<file path="src/rtl/sprite_line_scheduler.sv">
// Per-scanline sprite sequencer: scans the attribute RAM for sprites covering line_y and
// launches the sprite drawer once per hit. Define SPRITE_SCHED_PRIORITY_REV_EN to scan high-to-low.
module sprite_line_scheduler #(
  parameter int NUM_SPRITES  = 32,
  parameter int MAX_PER_LINE = 16,
  parameter int SPR_H        = 16,
  localparam int AW          = $clog2(NUM_SPRITES)
) (
  input  logic          clk,
  input  logic          reset_n,
  input  logic          line_start,
  input  logic [9:0]    line_y,
  output logic [AW-1:0] attr_addr,
  input  logic [31:0]   attr_q,
  output logic          drw_start,
  output logic [9:0]    drw_col_base,
  output logic          drw_flip,
  output logic [7:0]    drw_frame_id,
  output logic [3:0]    drw_row_off,
  input  logic          drw_done,
  output logic          busy,
  output logic          line_done,
  output logic          overflow,
  output logic          line_overrun
);

  localparam int CW = $clog2(MAX_PER_LINE + 1);
  localparam logic [CW-1:0] HIT_MAX = CW'(MAX_PER_LINE);
  localparam logic [9:0]    ROWS    = 10'(SPR_H);

`ifdef SPRITE_SCHED_PRIORITY_REV_EN
  // Descending scan: the last launch (sprite 0) lands on top in the linebuffer.
  localparam logic [AW-1:0] IDX_FIRST = AW'(NUM_SPRITES - 1);
  localparam logic [AW-1:0] IDX_LAST  = '0;
  localparam logic [AW-1:0] IDX_STEP  = '1;
`else
  localparam logic [AW-1:0] IDX_FIRST = '0;
  localparam logic [AW-1:0] IDX_LAST  = AW'(NUM_SPRITES - 1);
  localparam logic [AW-1:0] IDX_STEP  = AW'(1);
`endif

  typedef enum logic [2:0] {
    S_IDLE,
    S_FETCH,
    S_CHECK,
    S_LAUNCH,
    S_ARM,
    S_WAIT,
    S_NEXT,
    S_FIN
  } state_t;

  state_t          state;
  state_t          state_next;
  logic [AW-1:0]   idx;
  logic [CW-1:0]   hit_cnt;
  logic [9:0]      line_y_p0;
  logic signed [10:0] delta_p1;
  logic            hit_p1;
  logic            cap_p1;
  logic            unused_attr;

  // Signed row distance; a negative result means the sprite starts below this line.
  function automatic logic signed [10:0] row_delta(input logic [9:0] ly, input logic [9:0] sy);
    return $signed({1'b0, ly}) - $signed({1'b0, sy});
  endfunction

  function automatic logic row_hit(input logic en, input logic signed [10:0] d);
    return en && !d[10] && (d[9:0] < ROWS);
  endfunction

  assign unused_attr = ^attr_q[11:10];
  assign attr_addr   = idx;
  assign drw_start   = (state == S_LAUNCH);

  // CHECK stage: attribute word returned for the address driven in FETCH
  assign delta_p1 = row_delta(line_y_p0, attr_q[21:12]);
  assign hit_p1   = row_hit(attr_q[31], delta_p1);
  assign cap_p1   = (hit_cnt == HIT_MAX);

  always_comb begin
    state_next = state;
    case (state)
      S_IDLE:   if (line_start) state_next = S_FETCH;
      S_FETCH:  state_next = S_CHECK;
      S_CHECK:  state_next = (hit_p1 && !cap_p1) ? S_LAUNCH : S_NEXT;
      S_LAUNCH: state_next = S_ARM;
      S_ARM:    state_next = S_WAIT;
      S_WAIT:   if (drw_done) state_next = S_NEXT;
      S_NEXT:   state_next = (idx == IDX_LAST) ? S_FIN : S_FETCH;
      S_FIN:    state_next = S_IDLE;
      default:  state_next = S_IDLE;
    endcase
  end

  always_ff @(posedge clk) begin
    if (state == S_IDLE && line_start) line_y_p0 <= line_y;
  end

  always_ff @(posedge clk or negedge reset_n) begin
    if (!reset_n) begin
      state        <= S_IDLE;
      idx          <= '0;
      hit_cnt      <= '0;
      busy         <= 1'b0;
      overflow     <= 1'b0;
      line_done    <= 1'b0;
      line_overrun <= 1'b0;
      drw_col_base <= '0;
      drw_flip     <= 1'b0;
      drw_frame_id <= '0;
      drw_row_off  <= '0;
    end else begin
      state        <= state_next;
      line_done    <= (state == S_FIN);
      // A start that arrives during FIN still counts as an overrun; the line is not retried.
      line_overrun <= line_start && (state != S_IDLE);
      case (state)
        S_IDLE: begin
          if (line_start) begin
            idx      <= IDX_FIRST;
            hit_cnt  <= '0;
            overflow <= 1'b0;
            busy     <= 1'b1;
          end
        end
        S_CHECK: begin
          if (hit_p1 && cap_p1) begin
            overflow <= 1'b1;
          end else if (hit_p1) begin
            drw_col_base <= attr_q[9:0];
            drw_flip     <= attr_q[30];
            drw_frame_id <= attr_q[29:22];
            drw_row_off  <= delta_p1[3:0];
          end
        end
        S_LAUNCH: hit_cnt <= hit_cnt + CW'(1);
        S_NEXT:   if (idx != IDX_LAST) idx <= idx + IDX_STEP;
        S_FIN:    busy <= 1'b0;
        default: ;
      endcase
    end
  end

endmodule
</file>
<file path="config.mk">
export PLATFORM = sky130hd
export DESIGN_NAME = sprite_line_scheduler
export DESIGN_NICKNAME = d
export VERILOG_FILES = /design/src/rtl/sprite_line_scheduler.sv
export SDC_FILE = /design/constraint.sdc
export NUM_CORES = 1
export LEC_CHECK = 0
export CAP_MARGIN = 5
export CORE_UTILIZATION = 48
export CTS_BUF_LIST = sky130_fd_sc_hd__clkbuf_8
export DETAILED_ROUTE_END_ITERATION = 16
export GPL_ROUTABILITY_DRIVEN = 0
export PLACE_DENSITY = 0.9
export SLEW_MARGIN = 0
export SYNTH_ARGS = -nofsm -noshare
export SYNTH_HDL_FRONTEND = slang
export SYNTH_SLANG_ARGS = --single-unit
</file>
<file path="constraint.sdc">
create_clock -name clk -period 4.9 [get_ports clk]
set_input_delay 1.47 -clock clk [delete_from_list [all_inputs] [get_ports clk]]
set_output_delay 1.47 -clock clk [all_outputs]
set_load 0.03 [all_outputs]
</file>
Word level (Yosys, flattened, before mapping). Index checks and enable logic that the tools add are counted.

Bitwise logic cells: 1. Multiplexer cells: 14. Order comparisons: 1. Multiply operators: 0. Reductions and logical operators: 20. Div/mod/pow operators: 0. $add $sub $neg: 3. Eq/ne operators: 14. Shift operators: 0.

Operator list (number): 3-bit one-hot mux with 8 select lines (1); 5-bit one-hot mux with 2 select lines (2); 3-bit == test, second input constant (4); 3-bit 2-to-1 mux (4); 10-bit by 10-bit subtractor with 11-bit output (1); 5-bit by 1-bit adder with 5-bit output, second input constant (2); 5-bit == test, second input constant (2); 10-bit by 5-bit less-than comparator with 1-bit output, second input constant (1); 5-bit 2-to-1 mux (2); 3-bit AND reduction (3); 2-bit inequality test, second input constant (4); 2-bit nonzero test (4); 3-bit by 2-bit == test with 1-bit output, second input constant (2); 1-bit logical AND (6); 2-bit AND reduction (3); 5-bit inequality test, second input constant (1); 1-bit one-hot mux with 2 select lines (2); 3-bit by 1-bit == test with 1-bit output, second input constant (1); 3-bit zero test (1); 1-bit 2-to-1 mux (3); 3-bit nonzero test (1); 1-bit zero test (2); 1-bit NOT (1).

Logic and storage cells: 65. Register bits after elaboration: 50. Bits in latches: 0. Bits in read-only memories: 0. Memories kept: 0. Input port bits: 46. Bits in writable memories: 0.

Depth between registers and ports, before layout. Gate-level depths: netlist of run 1.

Depth in word-level cells: 7. Mapped depth: 13. Depth with buffers taken out: 11.

Least setup slack after synthesis of run 1. Ideal clock, no wire load.

Path type: input -> register. Start: input port attr_q[16]. End: register drw_col_base[0]. Buffers on the path: 3. Slack: 1.113 ns. Arrival: 3.661 ns. Cell stages on the path: 12. Required time: 4.775 ns. Cells stage by stage: inv_1 -> ha_1 -> buf_6 -> a21o_1 -> or3_1 -> o22a_1 -> xnor2_1 -> a22o_1 -> and4_1 -> buf_6 -> buf_12 -> mux2_4.

Cells in the longest elaborated chain, start to end: 7. Elaborated cells on any way between the ends: 8. Classes of those cells: 1 x add/sub; 1 x order compare; 1 x bitwise; 5 x reduce/logical.

Ends and longest elaborated chain: start: declaration (RTL line 14) `input logic [31:0] attr_q,`; 10-bit by 10-bit subtractor with 11-bit output * (RTL line 65) `return $signed({1'b0, ly}) - $signed({1'b0, sy});`; branches (longest 2 deep; another with 10-bit by 5-bit less-than comparator with 1-bit output); 1-bit logical AND * (RTL line 69) `return en && !d[10] && (d[9:0] < ROWS);`; 1-bit logical AND (RTL line 128) `if (hit_p1 && cap_p1) begin`; 1-bit NOT (no line); 3-bit AND reduction (no line) *; end signal: assignment (RTL line 131) `drw_col_base <= attr_q[9:0];`; end: declaration (RTL line 16) `output logic [9:0] drw_col_base,`.

Every way passes the cells marked *. A chain may end at the register's enable or synchronous reset.

Worst setup path in the final report of run 1.
Start: input port attr_q[12]. End: register drw_row_off[1].

Cells in the longest elaborated chain, start to end: 7. Elaborated cells on any way between the ends: 8. Classes of those cells: 1 x add/sub; 1 x order compare; 1 x bitwise; 5 x reduce/logical.

Ends and longest elaborated chain: 10-bit by 10-bit subtractor with 11-bit output * (RTL line 65); branches (longest 6 deep; another with 10-bit by 5-bit less-than comparator with 1-bit output); end signal: assignment (RTL line 134) `drw_row_off <= delta_p1[3:0];`; end: declaration (RTL line 19) `output logic [3:0] drw_row_off,`.

Marked as above.

==> results of run 1 <==
[cells in the final DEF (no fill, tap or decap), types with 2 or more instances in the layout]
cell             Yosys  layout
clkdlybuf4s50_1      0      75
edfxtp_1            10      10
dfrtp_1             40      40
mux2_4              19      19
a21oi_1             10      10
nor2b_1              3       3
nand3_1              6       6
mux2i_1              3       3
inv_1               19      19
nand2_1             16      16
nor2_1              10      10
and3_1               3       3
clkbuf_8             0       5
o21a_1               4       4
o22ai_1              2       2
a211oi_1             2       2
or2_2                3       3
a21o_1               3       3
a22o_1               3       3
o31ai_1              3       3
ha_1                14      14
mux2_2               3       3
xor2_1               6       6
nand4_1              2       2
nor3_1               8       8
o21ai_0              8       8
[through the flow]
stage	util, %	std cells	total power [W]	setup slack, ns	hold slack [ns]
after floorplan	-	224	0.000844	1.11	0.493
after detailed placement	65.7	364	0.00100	0.523	0.482
final	67.9	372	0.00129	0.840	0.493
after global routing	67.9	372	0.00137	0.696	0.527
after global placement	65.7	364	0.000982	0.563	0.473
after CTS	67.9	372	0.00130	0.845	0.503
[path summary, 6_finish.rpt]
path	depth (start not counted)	end	start
worst min-delay path	2	overflow	overflow
worst max-delay path	11	drw_row_off[1]	attr_q[12]
worst max register to register	11	drw_row_off[1]	line_y_p0[0]
max in group asynchronous	1	attr_addr[2]	reset_n
worst min register to register	2	overflow	overflow
min in group asynchronous	1	drw_frame_id[5]	reset_n
[flip-flops by register name, indices dropped and copies added, names as in the netlist, 3 cells and up]
register and count:
drw_frame_id 8, hit_cnt 5, line_y_p0 10, state 3
attr_addr 5, drw_row_off 4, drw_col_base 10
[cells by family after synthesis]
| kind of cell | synth area share, % |
|---|---|
| AO/OA/AOI/OAI | 11.2 |
| XOR/XNOR | 2.33 |
| adder cells (fa/ha/maj) | 7.42 |
| buffers and inverters | 5.52 |
| flip-flops | 49.5 |
| multiplexers | 13.3 |
| AND/OR/NAND/NOR | 10.8 |
[report_power, final]
group	switching (W)	internal [W]
Combinational	0.000231	0.000198
Sequential	0.0000727	0.000494
Clock	0.000139	0.000153
[layout make-up]
| class | instances | area [um2] |
|---|---|---|
| tap | 70 | 87.6 |
| timing repair buffer | 77 | 776 |
| multi-input combinational | 148 | 1180 |
| sequential | 50 | 1300 |
| clock inverter | 3 | 43.8 |
| fill | 421 | 1670 |
| clock buffer | 5 | 68.8 |
| inverter | 19 | 71.3 |
[metal layers]
metal,part of all wire (%),wire length (um)
met5,0,0
met4,1.1,59
met3,5.2,282
met2,50,2710
met1,44,2380
[critical path: stages]
cell and delay, ns:
clkdlybuf4s50_1 0.46, ha_1 0.18, inv_1 0.06, fa_1 0.40, a21o_1 0.21, a21oi_1 0.21, mux2i_1 0.10, a211oi_1 0.30
and4_1 0.28, buf_12 0.21, mux2_2 0.36
==> out/results.md, run 1 <==
| Quantity | Value |
| --- | --- |
| DRC errors left | 0 |
| Site Rows | 26 |
| CP required | 5.09 ns |
| Post-layout net count | 362 |
| Total global routing overflow | 0 |
| CTS tree | done |
| Maximum buffer depth of the clock tree | 2 |
| Number of antenna violations at the first check in global routing | 0 |
| Fraction of registers with async set/reset | 80.0% |
| Result of the run | complete, no violations |
| Cell type with the largest total area after synthesis | dfrtp_1 |
| Routed length per placed instance | 14.6 um |
| Core area | 5200 um2 |
| Data arrival time of the worst path | 4.25 ns |
| Overall track demand over capacity in global routing | 20.4% |
| Number of H-tree branching levels | 2 |
| Area enclosed by the die boundary | 5780 um2 |
| Instance area at placement | 3420 um2 |
| Primary flip-flop cell chosen by synthesis mapping | dfrtp_1 |
| Number of violations reported at the end of detailed-routing iteration 0 | 53 |
| Starting utilization of the core area | 50.5% |
| Setup repair after global routing missed its margin | no |
| Net count after synthesis | 285 |
| Port buffer count | 76 |
| Mean instance size in the synthesized netlist | 11.7 um2 |
| Number of sinks on the clock net | 50 |
| Post-Syn Instances | 224 |
| Number of distinct standard cells referenced by the synthesized netlist | 44 |
| Post-synthesis sequential element count | 50 |
| Syn-to-layout area delta | 34.3% |
| Slack of the worst reg-to-reg path | 2.05 ns |
| Portion of synthesized cell area occupied by the leading cell type | 38.1% |
| CP Capture Type | register |
| Ports placed on the boundary | 79 |
| Highest clock rate | 246 MHz |
| Ratio of final minimum period to clock period | 82.9% |
| Max-slew headroom | 42.8% |
| Clock Skews | 0.00670 ns |
| Pwr dens | 364 nW/um2 |
| Largest net degree at the start of global routing | 41 |
| Maximum resistive drop on vdd | 0.341 mV |
| Worst min-delay path category | register to register |
| Pins over their slew limit | 0 |
| Final cell area excluding filler cells | 3530 um2 |
| Final hold violation count | 0 |
| Wire length of the first global-routing pass | 9360 um |
| Clock root buffer | clkbuf_8 |
| Number of flops mapped to enable cells by yosys | 10 |
| CTS Hold Bufs | 0 |
| Max-Cap Viols | 0 |
| Sequential element share of the synthesized area | 49.5% |
| Overall via count from detail_route | 1,953 |
| DPL Wire Length | 4060 um |
| Start-to-end type of the worst setup path | input port to register |
| Die X | 76.0 um |
| Number of gates resized after cts | 0 |
| Kind of start point of the critical path | input port |
| Total length of routed wires | 5430 um |
| Vias in the first global route | 1,998 |
| Buffers inserted during post-CTS setup optimization | 0 |
| Clock transition at path regs | 0.09 ns |
| Most area-consuming cells after synthesis | dfrtp_1, edfxtp_1, mux2_4 |
| Detailed Routing Iterations Pass 1 | 4 |
| Most common cell in the synthesized netlist | dfrtp_1 |
| Actual slew at the worst max-slew pin | 0.857 ns |
| Highest-utilization routing layer at the global route stage | met2 |
| Num CTS Buffers | 5 |
| Yosys synthesis warning count | 0 |
| Insertion delay of the later-clocked pin in the worst-skew pair | 0.31 ns |
| Leakage Power | 1.59 nW |
| DRT antenna net count | 0 |
| Mean number of vias per cell | 5.25 |
| Setup TNS | 0 ns |
| Cell area after technology mapping | 2630 um2 |
| Ratio of cells with drive above 1 in the final layout | 11.9% |
| Met2 Track Usage GR | 34.5% |
| Height of the chip | 76.0 um |
| Post-layout min period | 4.06 ns |
| Final setup vio count | 0 |
| Highest fanout seen on the critical path | 23 |
| Met1 layer usage reported by global route | 26.0% |
| Leading post-synthesis cells by instance count | dfrtp_1, inv_1, mux2_4 |
| Count of antenna diodes in the layout | 0 |
| Routing usage on met3 | 5.27% |
(Power assumes the default switching activity.)
==> run 2, diff against run 1 <==
--- a/config.mk
+++ b/config.mk
@@ -6,11 +6,11 @@
 export NUM_CORES = 1
 export LEC_CHECK = 0
 export CAP_MARGIN = 5
-export CORE_UTILIZATION = 48
+export CORE_UTILIZATION = 44
 export CTS_BUF_LIST = sky130_fd_sc_hd__clkbuf_8
 export DETAILED_ROUTE_END_ITERATION = 16
 export GPL_ROUTABILITY_DRIVEN = 0
-export PLACE_DENSITY = 0.9
+export PLACE_DENSITY = 0.88
 export SLEW_MARGIN = 0
 export SYNTH_ARGS = -nofsm -noshare
 export SYNTH_HDL_FRONTEND = slang
==> constraint.sdc (replaced) <==
create_clock -name clk -period 3.7 [get_ports clk]
set_input_delay 1.11 -clock clk [delete_from_list [all_inputs] [get_ports clk]]
set_output_delay 1.11 -clock clk [all_outputs]
set_load 0.03 [all_outputs]
==> out/results.md, run 2 (synthesis results as in run 1) <==
| Quantity | Value |
| --- | --- |
| Mean number of vias per cell | 5.18 |
| DPL Wire Length | 4160 um |
| Clock transition at path regs | 0.10 ns |
| Max stage delay on crit path | 0.46 ns |
| DRT antenna net count | 0 |
| Clock Skews | 0.0136 ns |
| Num CTS Buffers | 5 |
| Setup repair after global routing missed its margin | no |
| Top Registers | drw_col_base x10, line_y_p0 x10, drw_frame_id x8 |
| CTS tree | done |
| Number of H-tree branching levels | 2 |
| Core area | 5640 um2 |
| Maximum resistive drop on vdd | 0.307 mV |
| Syn-to-layout area delta | 40.9% |
| Height of the chip | 79.3 um |
| CP cell instances | clkdlybuf4s50_1, inv_1, ha_1, nor2b_1, o31a_1, o22a_1, xnor2_1, a22o_1, and4_4, buf_12, mux2_2 |
| Kind of start point of the critical path | input port |
| Port buffer count | 76 |
| Pins over their slew limit | 0 |
| Most frequent cells in the layout | clkdlybuf4s50_1, dfrtp_1, inv_1, mux2_4, buf_4 |
| Total length of routed wires | 5690 um |
| Pwr dens | 458 nW/um2 |
| Post-Route Hold Slack | 0.490 ns |
| Detailed Routing Iterations Pass 1 | 4 |
| Number of sinks on the clock net | 50 |
| Final setup vio count | 0 |
| Final standard cell count with taps included and fillers excluded | 394 |
| Wire length of the first global-routing pass | 8950 um |
| DRC errors left | 0 |
| Slowest library cell on the worst path | clkdlybuf4s50_1 |
| Clock root buffer | clkbuf_8 |
| Total global routing overflow | 0 |
| Fillcell total | 438 |
| Number of violations reported at the end of detailed-routing iteration 0 | 61 |
| Highest fanout seen on the critical path | 12 |
| Overall via count from detail_route | 2,041 |
| Overall track demand over capacity in global routing | 18.4% |
| Worst min-delay path category | register to register |
| Number of antenna violations at the first check in global routing | 0 |
| Dpl cells | 385 |
| Data arrival time of the worst path | 3.81 ns |
| Area enclosed by the die boundary | 6290 um2 |
| Final hold violation count | 0 |
| Buffers inserted during post-CTS setup optimization | 0 |
| Count of antenna diodes in the layout | 0 |
| Die X | 79.3 um |
| Maximum buffer depth of the clock tree | 2 |
| CP required | 3.89 ns |
| Utilization after layout | 65.7% |
| Ratio of final minimum period to clock period | 97.6% |
| CP Capture Type | register |
| Post-layout net count | 382 |
| CTS Hold Bufs | 0 |
| Leakage Power | 1.69 nW |
| Max-Cap Viols | 0 |
| Area occupied by registers | 1300 um2 |
| Ports placed on the boundary | 79 |
| Insertion delay of the later-clocked pin in the worst-skew pair | 0.31 ns |
| Result of the run | complete, no violations |
| Setup TNS | 0 ns |
| Ratio of cells with drive above 1 in the final layout | 18.6% |
| Routed length per placed instance | 14.4 um |
| Most frequent standard cell in the layout excluding fill and tap cells | clkdlybuf4s50_1 |
| Largest net degree at the start of global routing | 41 |
| Highest clock rate | 277 MHz |
| Multi-input logic area | 1200 um2 |
| Actual slew at the worst max-slew pin | 0.885 ns |
| Max-slew headroom | 41.0% |
| Post-layout min period | 3.61 ns |
| Start-to-end type of the worst setup path | input port to register |
| Vias in the first global route | 2,044 |
| Number of gates resized after cts | 0 |
| Slack of the worst reg-to-reg path | 0.96 ns |
| Site Rows | 27 |
| Starting utilization of the core area | 46.6% |
-- run 2: changes by cell type in the layout (fill, tap and decap cells not counted), sizes merged --
| cell | previous run | this run |
|---|---|---|
| inv | 20 | 19 |
| bufinv | 1 | 0 |
| clkinv | 1 | 2 |
| buf | 2 | 21 |
| clkbuf | 5 | 7 |
-- run 2: critical path, delay by kind of cell --
| kind | cells | cell delay (ns) |
|---|---|---|
| AO/OA/AOI/OAI | 3 | 0.74 |
| buffers and inverters | 3 | 0.69 |
| AND/OR/NAND/NOR | 2 | 0.43 |
| multiplexers | 1 | 0.34 |
| adder cells (fa/ha/maj) | 1 | 0.29 |
| XOR/XNOR | 1 | 0.19 |
-- run 2: metrics by stage --
stage / instance area [um2] / total power (W) / setup WS [ns]
floorplan: 2630 / 0.00112 / 0.273
global placement: 3560 / 0.00134 / -0.216
detailed placement: 3560 / 0.00136 / -0.299
CTS: 3660 / 0.00170 / 0.0157
global route: 3710 / 0.00181 / 0.00290
finish: 3710 / 0.00170 / 0.0883
-- run 2: routing by layer --
metal | track usage, % | vias to the layer above | wire, um
met2 | 32.4 | 67 | 2830
met5 | 0 | - | 0
met1 | 21.7 | 974 | 2450
met4 | 5.64 | 0 | 61
li1 | - | 994 | -
met3 | 4.94 | 6 | 349
-- run 2: worst paths after layout --
path                         startpoint  depth (start not counted)         endpoint
setup / recovery             attr_q[13]                         11  drw_frame_id[0]
hold / removal                 overflow                          2         overflow
setup reg to reg           line_y_p0[4]                          9  drw_frame_id[0]
hold reg to reg                overflow                          2         overflow
max in group asynchronous       reset_n                          1         state[1]
min in group asynchronous       reset_n                          1  drw_col_base[0]
-- run 2: area by class of cell --
cell class	count	share of cell area, %
Inverter	19	1.92
Sequential cell	50	35.1
Timing Repair Buffer	97	25.5
Clock buffer	6	2.23
Tap cell	72	2.43
Clock inverter	2	0.473
Multi-Input combinational cell	148	32.4
-- run 2: report_power, final --
part	internal, W	total (W)	switching [W]
registers	0.000654	0.000749	0.0000952
logic	0.000293	0.000612	0.000319
clock network	0.000154	0.000337	0.000183
